==> src/rtl/rv32i_types.sv <==
// Shared RV32I pipeline types: forwarding-mux select and in-flight destination tracking slot.
package rv32i_types;

    typedef enum logic [1:0] {
        FWD_NONE   = 2'd0,
        FWD_EX_MEM = 2'd1,
        FWD_MEM_WB = 2'd2
    } fwd_sel_t;

    typedef struct packed {
        logic       valid;
        logic [4:0] rd;
        logic       load_regfile;
        logic       is_load;
    } inflight_t;

    localparam logic [4:0] REG_X0     = 5'd0;
    localparam inflight_t  SLOT_EMPTY = '0;

endpackage

==> src/rtl/sat_counter.sv <==
// Saturating up-counter with enable and async reset, shared by performance monitors.
module sat_counter #(
    parameter int WIDTH = 32
) (
    input  logic             clk,
    input  logic             rst,
    input  logic             en,
    output logic [WIDTH-1:0] count
);

    always_ff @(posedge clk or posedge rst) begin
        if (rst) begin
            count <= '0;
        end else if (en && (count != '1)) begin
            count <= count + 1'b1;
        end
    end

endmodule

==> src/rtl/hazard_scoreboard.sv <==
// Load-use hazard detector: tracks EX/MEM destinations and inserts one bubble when
// an ID consumer needs a load result that forwarding cannot yet supply.
module hazard_scoreboard
    import rv32i_types::*;
#(
    parameter int CNT_WIDTH = 32
) (
    input  logic                 clk,
    input  logic                 rst,
    input  logic                 id_valid,
    input  logic [4:0]           id_rs1,
    input  logic [4:0]           id_rs2,
    input  logic                 id_uses_rs1,
    input  logic                 id_uses_rs2,
    input  logic [4:0]           id_rd,
    input  logic                 id_load_regfile,
    input  logic                 id_is_load,
    input  logic                 freeze,
    input  logic                 flush,
    output logic                 stall_id,
    output logic                 bubble_ex,
    output logic [4:0]           ex_rd,
    output logic [4:0]           mem_rd,
    output logic                 ex_load_regfile,
    output logic                 mem_load_regfile,
    output logic [CNT_WIDTH-1:0] stall_count
);

    inflight_t ex_slot;
    inflight_t mem_slot;
    inflight_t id_entry;
    logic      ex_producer;
    logic      src_match;
    logic      haz;

    // Only a live load writing a non-zero register in EX is too late for forwarding.
    assign ex_producer = ex_slot.valid & ex_slot.is_load & ex_slot.load_regfile &
                         (ex_slot.rd != REG_X0);
    assign src_match   = (id_uses_rs1 & (id_rs1 == ex_slot.rd)) |
                         (id_uses_rs2 & (id_rs2 == ex_slot.rd));
    assign haz         = id_valid & ex_producer & src_match & ~flush;

    always_comb begin
        id_entry              = SLOT_EMPTY;
        id_entry.valid        = 1'b1;
        id_entry.rd           = id_rd;
        id_entry.load_regfile = id_load_regfile;
        id_entry.is_load      = id_is_load;
    end

    always_ff @(posedge clk or posedge rst) begin
        if (rst) begin
            ex_slot  <= SLOT_EMPTY;
            mem_slot <= SLOT_EMPTY;
        end else if (!freeze) begin
            mem_slot <= ex_slot;
            if (haz || flush || !id_valid) begin
                ex_slot <= SLOT_EMPTY;
            end else begin
                ex_slot <= id_entry;
            end
        end
    end

    assign stall_id         = haz;
    assign bubble_ex        = haz;
    assign ex_rd            = ex_slot.rd;
    assign mem_rd           = mem_slot.rd;
    assign ex_load_regfile  = ex_slot.valid & ex_slot.load_regfile;
    assign mem_load_regfile = mem_slot.valid & mem_slot.load_regfile;

    sat_counter #(
        .WIDTH(CNT_WIDTH)
    ) u_stall_counter (
        .clk  (clk),
        .rst  (rst),
        .en   (haz & ~freeze),
        .count(stall_count)
    );

endmodule

==> config.mk <==
export PLATFORM = sky130hd
export DESIGN_NAME = hazard_scoreboard
export DESIGN_NICKNAME = d
export VERILOG_FILES = /design/src/rtl/rv32i_types.sv /design/src/rtl/sat_counter.sv /design/src/rtl/hazard_scoreboard.sv
export SDC_FILE = /design/constraint.sdc
export NUM_CORES = 1
export LEC_CHECK = 0
export BUFFER_PORTS_ARGS = -buffer_cell sky130_fd_sc_hd__buf_2
export CELL_PAD_IN_SITES_DETAIL_PLACEMENT = 0
export CELL_PAD_IN_SITES_GLOBAL_PLACEMENT = 1
export CORE_MARGIN = 2
export CORE_UTILIZATION = 40
export DETAILED_ROUTE_END_ITERATION = 8
export HOLD_SLACK_MARGIN = 0.06
export PLACE_DENSITY_LB_ADDON = 0.1
export SYNTH_ARGS = -nofsm -noshare
export SYNTH_HDL_FRONTEND = slang
export SYNTH_SLANG_ARGS = --single-unit
export TNS_END_PERCENT = 30
==> constraint.sdc <==
create_clock -name clk -period 2.1 [get_ports clk]
set_input_delay 0.105 -clock clk [delete_from_list [all_inputs] [get_ports clk]]
set_output_delay 0.105 -clock clk [all_outputs]
set_load 0.01 [all_outputs]
==> impl_results.md <==
* Signed area change from the synthesized netlist to the final layout at 28.9%
* Ports at 70
* Remaining antenna violation count at 0
* Wire length of the first global-routing pass at slightly above 9000 um
* Overall via count from detail_route at 1896
* Router iterations before antenna repair at 4
* Cts bufs inserted at 5
* Cell count after synthesis at 215
* WL per Instance at between 10 and 15 um
* Number of antenna violations at the first check in global routing at 0
* Launch point of the worst reg-to-reg path: ex_rd[1]
* Int Pwr at roughly 1.3 mW
* Mapped cell area at around 0.0024 mm^2
* Number of placement rows at 28
* Kind of launch point of the worst setup path: register
* Post-Route WL at about 5500 um
* DRC violation total after the first TritonRoute iteration at 101
* Critical Path Sink: u_stall_counter.count[1]
* Starting density of the core at 0.409
* Share of the cycle needed by the critical path after routing at 0.984
* Largest cells by area after synthesis: dfrtp_1, xnor2_1, nand4_1
* Area enclosed by the die boundary at around 0.0067 mm^2
* Register-to-register setup slack at ~0.034 ns
* Routability congestion estimate from global placement at 0.773
* Global routing usage summed across all routing layers at 0.179
* Mean area per synthesized cell at about 11 um^2
* Share of the synthesized area in the top cell type at 0.488
* Switching power as a share of total power at 0.226
* Number of H-tree branching levels at 2
* Time the worst path needs with I/O delays and setup at approximately 2.1 ns
* Finished layout cell area at 0.00310 mm^2
* CTS max path bufs at 2
* Static power due to leakage at 1.54 nW
* Clk sink count at 47
* RSZ-0062 raised after global routing: true
* Placed wire-length estimate at between 4000 and 5000 um
* Core box area at between 0.005 and 0.006 mm^2
* Layout net count at around 330
* Number of fill cells at roughly 570
* Antenna fix cells at 0
* CP startpoint: ex_rd[1]
* DRC violations left at 0
* Maximum resistive drop on vdd at about 230 uV
* Insertion delay of the later-clocked pin in the worst-skew pair at 0.30 ns
* Clock-pin slew reported for the worst setup and hold paths after clock tree synthesis at ~0.080 ns
* Largest net degree at the start of global routing at 48
* Final setup violating endpoints at 0
* Final-report max-slew violation count at 0
* Post-detailed-route via-to-cell ratio at roughly 5
* TritonCTS clock tree: built
* Worst hold path class: in -> reg
* Distinct cells, synth at 39
* Worst endpoint data arrival time at between 2 and 2.5 ns
* Die outline width at 81.6 um
* Data required time of the worst path at 2.29 ns
* Largest driver fanout on the critical path at 6
* DIE HEIGHT at around 82 um
* Register share of total power at 0.560
* Proportion of power drawn by the clock network at 0.352
* Post-synthesis register bit count at 47
* Root buffer cell: clkbuf_8
* PnR Total Power at 1.68 mW
* Max-cap violations at 0
* Start-to-end type of the worst setup path: reg -> reg
* Post-placement cell area at around 0.0029 mm^2
* Hold Fails Final Rpt at 0
* Actual transition at the worst max-transition pin at between 0.5 and 0.6 ns
* Number of warning messages in the yosys log at 0
* Total overflow reported by the global router at 0
* Worst Reg-to-Reg Cells at 5
* Fraction of power consumed by combinational cells at 0.088
* Post-route clock skew at approximately 0.0033 ns
* Final sum of negative setup slack at 0 ns
* Outcome: finished, final reports clean
* Port-buffer cells at a little under 70
* Via count of the first global-routing pass at ~1900
* NetSw at 380 uW
* Maximum operating frequency at a little under 0.5 GHz
* Capture instance of the worst register-to-register path: u_stall_counter.count[1]
* Post-synth top area cell: dfrtp_1
* Share of synthesized area occupied by flip-flops and latches at 0.488
* Pwr Density at 541 mW/mm^2
* Net count after synthesis at 240
* Type of element capturing the critical path: register
* Layout cell share with drive strength beyond 1 at 0.413
* Headroom to the max-slew limit at 0.602
flip-flops by register name, summed over array words and instances, names as in the netlist:
| signal | flops |
|---|---|
| u_stall_counter.count | 32 |
| ex_rd | 5 |
| mem_rd | 5 |
| ex_slot | 3 |
| mem_slot | 2 |
per-layer routing:
layer,track usage,part of all wire
met2,0.296,0.47
met4,0.0450,0.0095
met3,0.0418,0.063
met1,0.239,0.46
met5,0,0
logic make-up after synthesis:
logic type,Yosys count,share of synthesized area
AND/OR/NAND/NOR,87,0.223
flip-flops,47,0.488
XOR/XNOR,41,0.149
buffers and inverters,19,0.0535
AO/OA/AOI/OAI,12,0.0436
multiplexers,8,0.0374
adder cells (fa/ha/maj),1,0.00519
stage by stage:
step,hold slack (ns),std cells,worst slack (ns),util
after floorplan,0.233,215,0.0903,-
after global placement,0.299,363,0.0104,0.490
after detailed placement,0.303,363,0.0196,0.490
after CTS,0.169,379,0.0307,0.523
after global routing,0.190,380,-0.0749,0.527
final,0.175,380,0.0335,0.527
worst min-delay path by stage:
stage / slack, ns / end / depth (start not counted) / start
finish: 0.17 / u_stall_counter.count[2] / 4 / flush
global placement: 0.30 / u_stall_counter.count[29] / 3 / rst
global route: 0.19 / u_stall_counter.count[2] / 4 / freeze
detailed placement: 0.30 / mem_rd[0] / 3 / rst
CTS: 0.17 / u_stall_counter.count[2] / 4 / flush
floorplan: 0.23 / ex_slot[0] / 1 / id_is_load
area by class of cell:
type                    instances  area, um^2  area share
flip-flops and latches         47        1180       0.380
well taps                      75        93.8      0.0302
inverters                       2        7.51     0.00242
clock buffers                   8         100      0.0322
repair buffers                 99         594       0.191
multi-input cells             149        1130       0.364
critical path: stages (launching register included):
cell and delay [ns]:
dfrtp_2 0.46, or4_1 0.57, o21ai_1 0.33, nor3_2 0.12, nand2_1 0.14, mux2_1 0.33
power groups by stage:
stage / logic [mW] / clock network [mW] / registers, mW
after floorplan: 0.0904 / 0 / 0.955
after detailed placement: 0.132 / 0 / 0.957
after CTS: 0.147 / 0.611 / 0.939
final: 0.147 / 0.591 / 0.940
after global routing: 0.165 / 0.656 / 0.943
after global placement: 0.132 / 0 / 0.957
cells in the final DEF, fill, tap and decap left out, types with 2 or more instances in the layout:
master | Yosys | final
a22o_1 | 7 | 7
and2_1 | 4 | 4
and3_1 | 9 | 9
and4_1 | 4 | 4
buf_2 | 1 | 69
buf_4 | 11 | 21
clkbuf_8 | 0 | 7
dfrtp_1 | 47 | 45
dfrtp_2 | 0 | 2
dlygate4sd3_1 | 0 | 8
mux2_2 | 7 | 7
nand2_1 | 15 | 15
nand3_1 | 12 | 12
nand3_2 | 4 | 4
nand4_1 | 14 | 14
nor2_1 | 4 | 3
nor2_2 | 2 | 2
nor3_1 | 7 | 6
nor3_2 | 2 | 3
nor4_2 | 1 | 2
xnor2_1 | 32 | 32
xor2_1 | 9 | 8
synthesized netlist by cell type:
master / number
dfrtp_1: 47
xnor2_1: 32
nand2_1: 15
nand4_1: 14
nand3_1: 12
buf_4: 11
and3_1: 9
xor2_1: 9
a22o_1: 7
mux2_2: 7
nor3_1: 7
and2_1: 4
and4_1: 4
nand3_2: 4
nor2_1: 4
buf_6: 2
clkbuf_1: 2
inv_1: 2
nor2_2: 2
nor3_2: 2
a21o_1: 1
a32oi_2: 1
and2_0: 1
and4bb_2: 1
buf_1: 1
buf_2: 1
ha_1: 1
mux2_1: 1
nor3b_1: 1
nor4_1: 1
nor4_2: 1
nor4b_1: 1
nor4b_2: 1
o211ai_1: 1
o21a_1: 1
o21ai_1: 1
or2_2: 1
or4_1: 1
or4_4: 1
timing repair:
item,CTS,global route
pin swaps,0,4
buffers inserted,0,1
hold endpoints to repair,54,0
resized for setup,2,6
endpoints found under the setup margin,7,35
hold buffers,8,0
(Power assumes the default switching activity.)
